<file path="config.mk">
export PLATFORM = sky130hd
export DESIGN_NAME = wb_stage_flat
export DESIGN_NICKNAME = d
export VERILOG_FILES = /design/src/rtl/wb_stage_if.sv /design/src/rtl/wb_stage.sv /design/src/flat_wrapper.sv
export SDC_FILE = /design/constraint.sdc
export NUM_CORES = 1
export LEC_CHECK = 0
export BUFFER_PORTS_ARGS = -buffer_cell sky130_fd_sc_hd__buf_2
export CAP_MARGIN = 30
export CORE_MARGIN = 4
export CORE_UTILIZATION = 45
export DETAILED_ROUTE_END_ITERATION = 10
export PLACE_DENSITY = 0.81
export SYNTH_ARGS = -nofsm -noshare
export SYNTH_HDL_FRONTEND = slang
export SYNTH_SLANG_ARGS = --single-unit
</file>
<file path="constraint.sdc">
create_clock -name clk -period 2.5 [get_ports clk]
set_input_delay 0.25 -clock clk [delete_from_list [all_inputs] [get_ports clk]]
set_output_delay 0.25 -clock clk [all_outputs]
set_load 0.01 [all_outputs]
</file>
<file path="src/rtl/wb_stage_if.sv">
// wb_stage_if: retiring-instruction handshake between the MEM stage and
// the write-back stage.
//   valid   - MEM presents a retiring instruction
//   ready   - write-back accepts this cycle
//   dst     - destination GPR index
//   we_     - active-low: instruction writes the GPR
//   is_load - result comes from the data bus instead of data
//   data    - ALU or forwarded result
// Modports: master = MEM stage side, slave = write-back side.
interface wb_stage_if #(
    parameter int DATA_W = 32,
    parameter int ADDR_W = 5
);
    logic              valid;
    logic              ready;
    logic [ADDR_W-1:0] dst;
    logic              we_;
    logic              is_load;
    logic [DATA_W-1:0] data;

    modport master (output valid, dst, we_, is_load, data, input ready);
    modport slave  (input valid, dst, we_, is_load, data, output ready);
endinterface

</file>
<file path="src/rtl/wb_stage.sv">
// wb_stage: write-back stage. Retires instructions from MEM, waits for load
// data when needed, and drives a registered active-low GPR write port.
// Ports:
//   clk, rst        - clock; asynchronous active-high reset
//   flush           - kills the instruction being accepted and any waiting load
//   mem             - retiring-instruction handshake (wb_stage_if.slave)
//   ld_ack, ld_data - single-cycle load-return pulse and its data
//   gpr_wr_*        - registered GPR write port, enable active low
//   ld_pending(_dst)- outstanding-load flag and its destination, for hazards
//   retire_cnt      - retired-instruction counter (wraps)
//   err_unexp_ack   - sticky: ld_ack seen while no load was outstanding
//
// state   | meaning
// IDLE    | ready for a new instruction (mem.ready = 1)
// WAIT_LD | load accepted, waiting for ld_ack to write it back
// DRAIN   | waiting load was flushed; swallow its ld_ack without writing
module wb_stage #(
    parameter int DATA_W       = 32,
    parameter int ADDR_W       = 5,
    parameter bit R0_HARDWIRED = 1'b0
) (
    input  logic              clk,
    input  logic              rst,
    input  logic              flush,
    wb_stage_if.slave         mem,
    input  logic              ld_ack,
    input  logic [DATA_W-1:0] ld_data,
    output logic [ADDR_W-1:0] gpr_wr_addr,
    output logic [DATA_W-1:0] gpr_wr_data,
    output logic              gpr_wr_we_,
    output logic              ld_pending,
    output logic [ADDR_W-1:0] ld_pending_dst,
    output logic [31:0]       retire_cnt,
    output logic              err_unexp_ack
);

    typedef enum logic [1:0] {
        IDLE    = 2'd0,
        WAIT_LD = 2'd1,
        DRAIN   = 2'd2
    } state_t;

    state_t state;
    logic   ld_we_;
    logic   accept;
    logic   mem_r0_block;

    assign mem.ready  = (state == IDLE);
    assign ld_pending = (state == WAIT_LD);
    assign accept     = mem.valid & mem.ready & ~flush;

    // Writes to index 0 are dropped when r0 is hardwired; the instruction
    // still retires. Folded into the captured we_ for loads.
    assign mem_r0_block = R0_HARDWIRED && (mem.dst == '0);

    always_ff @(posedge clk or posedge rst) begin
        if (rst) begin
            state          <= IDLE;
            gpr_wr_we_     <= 1'b1;
            gpr_wr_addr    <= '0;
            gpr_wr_data    <= '0;
            ld_pending_dst <= '0;
            ld_we_         <= 1'b1;
            retire_cnt     <= '0;
            err_unexp_ack  <= 1'b0;
        end else begin
            // Write enable is a one-cycle pulse per write.
            gpr_wr_we_ <= 1'b1;

            if (ld_ack && (state == IDLE))
                err_unexp_ack <= 1'b1;

            case (state)
                IDLE: begin
                    if (accept) begin
                        if (mem.is_load) begin
                            ld_pending_dst <= mem.dst;
                            ld_we_         <= mem.we_ | mem_r0_block;
                            state          <= WAIT_LD;
                        end else begin
                            gpr_wr_we_  <= mem.we_ | mem_r0_block;
                            gpr_wr_addr <= mem.dst;
                            gpr_wr_data <= mem.data;
                            retire_cnt  <= retire_cnt + 32'd1;
                        end
                    end
                end
                WAIT_LD: begin
                    if (ld_ack) begin
                        // A flush in the ack cycle kills the load outright.
                        if (!flush) begin
                            gpr_wr_we_  <= ld_we_;
                            gpr_wr_addr <= ld_pending_dst;
                            gpr_wr_data <= ld_data;
                            retire_cnt  <= retire_cnt + 32'd1;
                        end
                        state <= IDLE;
                    end else if (flush) begin
                        state <= DRAIN;
                    end
                end
                DRAIN: begin
                    if (ld_ack)
                        state <= IDLE;
                end
                default: state <= IDLE;
            endcase
        end
    end

endmodule

</file>
<file path="src/flat_wrapper.sv">
// flat-port wrapper written by rule: the top's interface ports become plain ports
module wb_stage_flat 
#(
    parameter int DATA_W       = 32,
    parameter int ADDR_W       = 5,
    parameter bit R0_HARDWIRED = 1'b0
)
  (clk, rst, flush, ld_ack, ld_data, gpr_wr_addr, gpr_wr_data, gpr_wr_we_, ld_pending, ld_pending_dst, retire_cnt, err_unexp_ack, mem_valid, mem_dst, mem_we_, mem_is_load, mem_data, mem_ready);
  wb_stage_if #(.DATA_W(DATA_W), .ADDR_W(ADDR_W)) mem_i ();
  input  logic clk;
  input  logic rst;
  input  logic flush;
  input  logic ld_ack;
  input  logic [DATA_W-1:0] ld_data;
  output logic [ADDR_W-1:0] gpr_wr_addr;
  output logic [DATA_W-1:0] gpr_wr_data;
  output logic gpr_wr_we_;
  output logic ld_pending;
  output logic [ADDR_W-1:0] ld_pending_dst;
  output logic [31:0] retire_cnt;
  output logic err_unexp_ack;
  input wire logic [$bits(mem_i.valid)-1:0] mem_valid;
  input wire logic [$bits(mem_i.dst)-1:0] mem_dst;
  input wire logic [$bits(mem_i.we_)-1:0] mem_we_;
  input wire logic [$bits(mem_i.is_load)-1:0] mem_is_load;
  input wire logic [$bits(mem_i.data)-1:0] mem_data;
  output wire logic [$bits(mem_i.ready)-1:0] mem_ready;
  assign mem_i.valid = mem_valid;
  assign mem_i.dst = mem_dst;
  assign mem_i.we_ = mem_we_;
  assign mem_i.is_load = mem_is_load;
  assign mem_i.data = mem_data;
  assign mem_ready = mem_i.ready;
  wb_stage #(.DATA_W(DATA_W), .ADDR_W(ADDR_W), .R0_HARDWIRED(R0_HARDWIRED)) u_core (.clk(clk), .rst(rst), .flush(flush), .mem(mem_i), .ld_ack(ld_ack), .ld_data(ld_data), .gpr_wr_addr(gpr_wr_addr), .gpr_wr_data(gpr_wr_data), .gpr_wr_we_(gpr_wr_we_), .ld_pending(ld_pending), .ld_pending_dst(ld_pending_dst), .retire_cnt(retire_cnt), .err_unexp_ack(err_unexp_ack));
endmodule
</file>
# Word-level counts from Yosys, hierarchy flattened
# Index checks and enable logic that the tools add are counted.
# totals
ff_bits,79
in_bits,76
output_inout_bits,78
wordCells,53
# classes
add_sub_neg,1
n_eq_ne,9
n_mux,26
bitwise,3
n_reduce_logical,6
# ops
operator,n
two-way mux 32 bit,8
one-hot mux 32 bit (2 select lines),2
"adder 32 x 1 -> 32 bit, second input constant",1
two-way mux 5 bit,4
"!= test 2 bit, second input constant",6
two-way mux 2 bit,5
one-hot mux 5 bit (2 select lines),1
one-hot mux 2 bit (3 select lines),1
AND reduction 5 bit,1
two-way mux 1 bit,4
AND reduction 4 bit,1
"!= test 3 bit, second input constant",1
AND reduction 3 bit,1
bitwise AND 1 bit,2
"equality test 2 x 1 -> 1 bit, second input constant",1
"equality test 2 bit, second input constant",1
zero test 2 bit,1
one-hot mux 1 bit (2 select lines),1
nonzero test 2 bit,1
logical AND 1 bit,1
inverter 1 bit,1

# Depth between registers and ports, before layout
# depth
ltp_word,5
ltp_mapped,6
mapped_depth_nobuf,5

# Worst setup path before layout
# No wires, ideal clock.
# synth_path
path_type,flip-flop to flip-flop
from,register u_core.state[0]
to,register u_core.retire_cnt[31]
setup_time_ns,0.124
t_arrival_ns,1.671
t_required_ns,2.376
slack_ns,0.705
stages_incl_launch_ff,6
n_path_buf,1
period_less_slack_ns,1.795
path_cell_list,dfrtp_1 > or3b_4 > a2111oi_4 > buf_6 > nand4_1 > xnor2_1
# synth_between
elab_chain_len,5
elab_cells_between_ends,11
classes_between,eq/ne (5); mux (1); bitwise (2); reduce/logical (3)
# synth_rtl
element,line_no,rtl
"start, declared",wb_stage.sv:43,state_t state;
"start signal, assigned",wb_stage.sv:58,state <= IDLE;
"start signal, assigned",wb_stage.sv:79,state <= WAIT_LD;
"start signal, assigned",wb_stage.sv:97,state <= IDLE;
zero test 2 bit,"wb_stage.sv:48, wb_stage.sv:73",
bitwise AND 1 bit (2 in series),wb_stage.sv:50,assign accept = mem.valid & mem.ready & ~flush;
!= test 2 bit (no source line),--,
AND reduction 5 bit (no source line),--,
"end signal, assigned",wb_stage.sv:84,retire_cnt <= retire_cnt + 32'd1;
"end signal, assigned",wb_stage.sv:95,retire_cnt <= retire_cnt + 32'd1;
"end, declared",wb_stage.sv:33,"output logic [31:0] retire_cnt,"
# Several ways; a longest one is shown, not always the timed one.
# A chain may end at the register's enable or synchronous reset.

# Worst setup path after layout
# layout_path
from,register u_core.state[0]
to,register u_core.gpr_wr_data[12]
# layout_between
elab_chain_len,5
elab_cells_between_ends,11
classes_between,eq/ne (5); mux (1); bitwise (2); reduce/logical (3)
# layout_rtl
element,line_no,rtl
zero test 2 bit,"wb_stage.sv:48, wb_stage.sv:73",
bitwise AND 1 bit (2 in series),wb_stage.sv:50,
!= test 2 bit (no source line),--,
AND reduction 5 bit (no source line),--,
"end signal, assigned",wb_stage.sv:83,gpr_wr_data <= mem.data;
"end signal, assigned",wb_stage.sv:94,gpr_wr_data <= ld_data;
"end, declared",wb_stage.sv:29,"output logic [DATA_W-1:0] gpr_wr_data,"
# Several ways; a longest one is shown, not always the timed one.

==> impl_results.md <==
* Sequential area share after synthesis at 0.550
* H-tree level count at 3
* DP Area at 4490 sq um
* GPL Wtd Cong at 0.750
* Nets@finish at 595
* Drt wl/cell at 14.6 microns
* Crit Path Max Fanout at 34
* Post-DP HPWL at 6800 microns
* Vias in the first global route at 3274
* Synthesized instance count at 364
* Worst-Skew Late Latency at 0.34 ns
* DRT Pass-1 Iters at 4
* Reg clk slew, reported paths at 0.07 ns
* Core Box Area at 7770 sq um
* Mapped Area at 3600 sq um
* Yosys warnings at 0
* Switch share at 0.291
* Max_cap viols at 0
* Antenna violations before repair at 1
* Post-synth top area cell: dfrtp_1
* Die height at 97.5 microns
* Prevailing post-synth register cell: dfrtp_1
* Pin count of the biggest net entering global routing at 53
* Clk network pwr share at 0.311
* Total grt overflow at 0
* I/O Pins at 154
* RSZ-0062 raised after global routing: no
* Root buf cell: clkbuf_8
* Final Max Tran Viols at 0
* Slowest CP cell: or3b_4
* Final period util at 0.781
* Die footprint at 9500 sq um
* Die X at 97.5 microns
* Final hold slack at 0.136 ns
* Diode count at 0
* PortBufs at 153
* Final Hold Viols at 0
* TritonCTS clock tree: built
* Total internal power at 2540 uW
* Area Overhead vs Synth at 32.5%
* Clk buf depth at 2
* Critical path required time at 2.75 ns
* GRT Total Usage at 0.198
* Share of cells above drive strength 1 at 0.371
* Fmax at 512 MHz
* Num Clock Sinks at 79
* Slew headroom at 0.656
* First-pass GRT wire length at 15300 microns
* Fill cells at 688
* Most frequent cell after synthesis: nand2_1
* Library cells used by synthesis at 35
* Actual slew at the worst max-slew pin at 0.503 ns
* Post-Route Setup TNS at 0 ns
* Vias/cell at 5.15
* CP peak stage delay at 0.47 ns
* Synth area leaders: dfrtp_1 54%, nand2_1 8.8%, a31oi_1 6.4%
* WP data arrival at 2.21 ns
* Share of Yosys cell area claimed by the top area cell type at 0.535
* Synth Area per Inst at 9.89 sq um
* Fin area at 4770 sq um
* Worst Reg2Reg Path Length in Cells at 5
* CP cell instances: or3b_4 > a21oi_4 > buf_12 > nor2_1 > a31oi_1
* Final setup violation count at 0
* Worst hold path type: input port to register
* Peak supply drop at 398 uV
* Final ANT Viol Nets at 0
* Worst Skew at 0.00379 ns
* Status: finished, final reports clean
* Post-synth top cells: 84 x nand2_1, 77 x dfrtp_1, 42 x nor2_1
* Minimum clock period at 1.95 ns
* Initial Util at 0.464
* # DRC at 0
* Syn nets at 441
* CTS Buf Count at 9
* # rows at 32
* Hold depth at 2
* Drt total wl at 9140 microns
* EDFF count, synth at 0
* Async S/R FF share, synth at 1.00
* Pwr Density at 751 nW/um^2
* Seq pwr share at 0.464
* First DRT Iteration DRCs at 128
* Post-CTS Resized at 0
* Net switching power at 1040 uW
* Leak at 0.00232 uW
* Seq cells post-synth at 79
* Vias at 3219
* Kind of critical path: register to register
* Combinational Power Share at 0.225
* Setup crit end kind: register
* Startpoint Class: register
[power by group through the flow]
stage | Clock (uW) | Sequential, uW | Combinational (uW)
6_report | 1110 | 1660 | 807
5_1_grt | 1200 | 1700 | 900
4_1_cts | 1150 | 1660 | 818
3_5_place_dp | 0 | 1680 | 823
3_3_place_gp | 0 | 1670 | 789
2_1_floorplan | 0 | 1770 | 327
[routing by layer]
layer | GRT usage | wire, microns
met4 | 0.0863 | 232
met3 | 0.0646 | 837
met1 | 0.245 | 3800
met2 | 0.318 | 4260
met5 | 0 | 12
[final cells by class]
| cell class | instances | area [sq um] | share of cell area |
|---|---|---|---|
| well taps | 102 | 128 | 0.0268 |
| inverters | 5 | 20.0 | 0.00420 |
| repair buffers | 163 | 901 | 0.189 |
| flip-flops and latches | 79 | 1980 | 0.415 |
| clock buffers | 14 | 183 | 0.0383 |
| multi-input cells | 260 | 1500 | 0.314 |
| clock inverters | 2 | 60.1 | 0.0126 |
[logic make-up after synthesis]
logic type               share of synthesized area
flip-flops                                   0.550
buffers and inverters                       0.0361
adder cells (fa/ha/maj)                    0.00347
multiplexers                                0.0219
AO/OA/AOI/OAI                               0.0914
AND/OR/NAND/NOR                              0.222
XOR/XNOR                                    0.0754
[state kept, by name, summed over array words and instances (netlist names)]
name and flops:
u_core.ld_we_ 1, u_core.gpr_wr_data 32, u_core.state 2, u_core.retire_cnt 32, u_core.err_unexp_ack 1, u_core.gpr_wr_addr 5, u_core.ld_pending_dst 5, u_core.gpr_wr_we_ 1
[through the flow]
step	util	worst slack [ns]	power (uW)	std cells
2_1_floorplan	-	0.230	2090	364
3_3_place_gp	0.578	0.639	2460	607
3_5_place_dp	0.578	0.546	2500	607
4_1_cts	0.609	0.525	3630	623
5_1_grt	0.614	0.454	3790	625
6_report	0.614	0.547	3580	625
[layout by cell type, fill, tap and decap left out, types with 3 or more instances in the layout]
master,synthesis,layout
mux2_2,7,7
a31oi_1,37,37
dfrtp_1,77,77
nand4_1,17,17
xnor2_1,26,26
buf_4,1,5
xor2_1,5,5
nand2_1,84,84
and4_1,3,3
clkbuf_8,0,13
buf_2,8,153
buf_12,0,3
inv_1,5,4
and3_1,7,7
nand3_1,9,9
nor2_1,42,42
[worst paths after layout]
kind	start	end	slack (ns)
worst max-delay path	u_core.state[0]$_DFFE_PP0P_	u_core.gpr_wr_data[12]$_DFFE_PP0P_	0.55
worst min-delay path	ld_ack	u_core.state[1]$_DFFE_PP0P_	0.14
worst max register to register	u_core.state[0]$_DFFE_PP0P_	u_core.gpr_wr_data[12]$_DFFE_PP0P_	0.55
worst min register to register	u_core.retire_cnt[31]$_DFFE_PP0P_	u_core.retire_cnt[31]$_DFFE_PP0P_	0.47
max in group asynchronous	rst	u_core.gpr_wr_data[3]$_DFFE_PP0P_	1.57
min in group asynchronous	rst	u_core.retire_cnt[10]$_DFFE_PP0P_	0.49
[critical path, delay by kind of cell (launching register included)]
family / cells / cell delay, ns
AND/OR/NAND/NOR: 2 / 0.53
flip-flops: 1 / 0.44
AO/OA/AOI/OAI: 2 / 0.63
buffers and inverters: 1 / 0.25
[what timing repair did]
action,in CTS,in global routing
hold buffers,0,1
endpoints found under the setup margin,0,0
endpoints found under the hold margin,0,49
buffers inserted,0,0
Power figures use the tool's default switching activity.
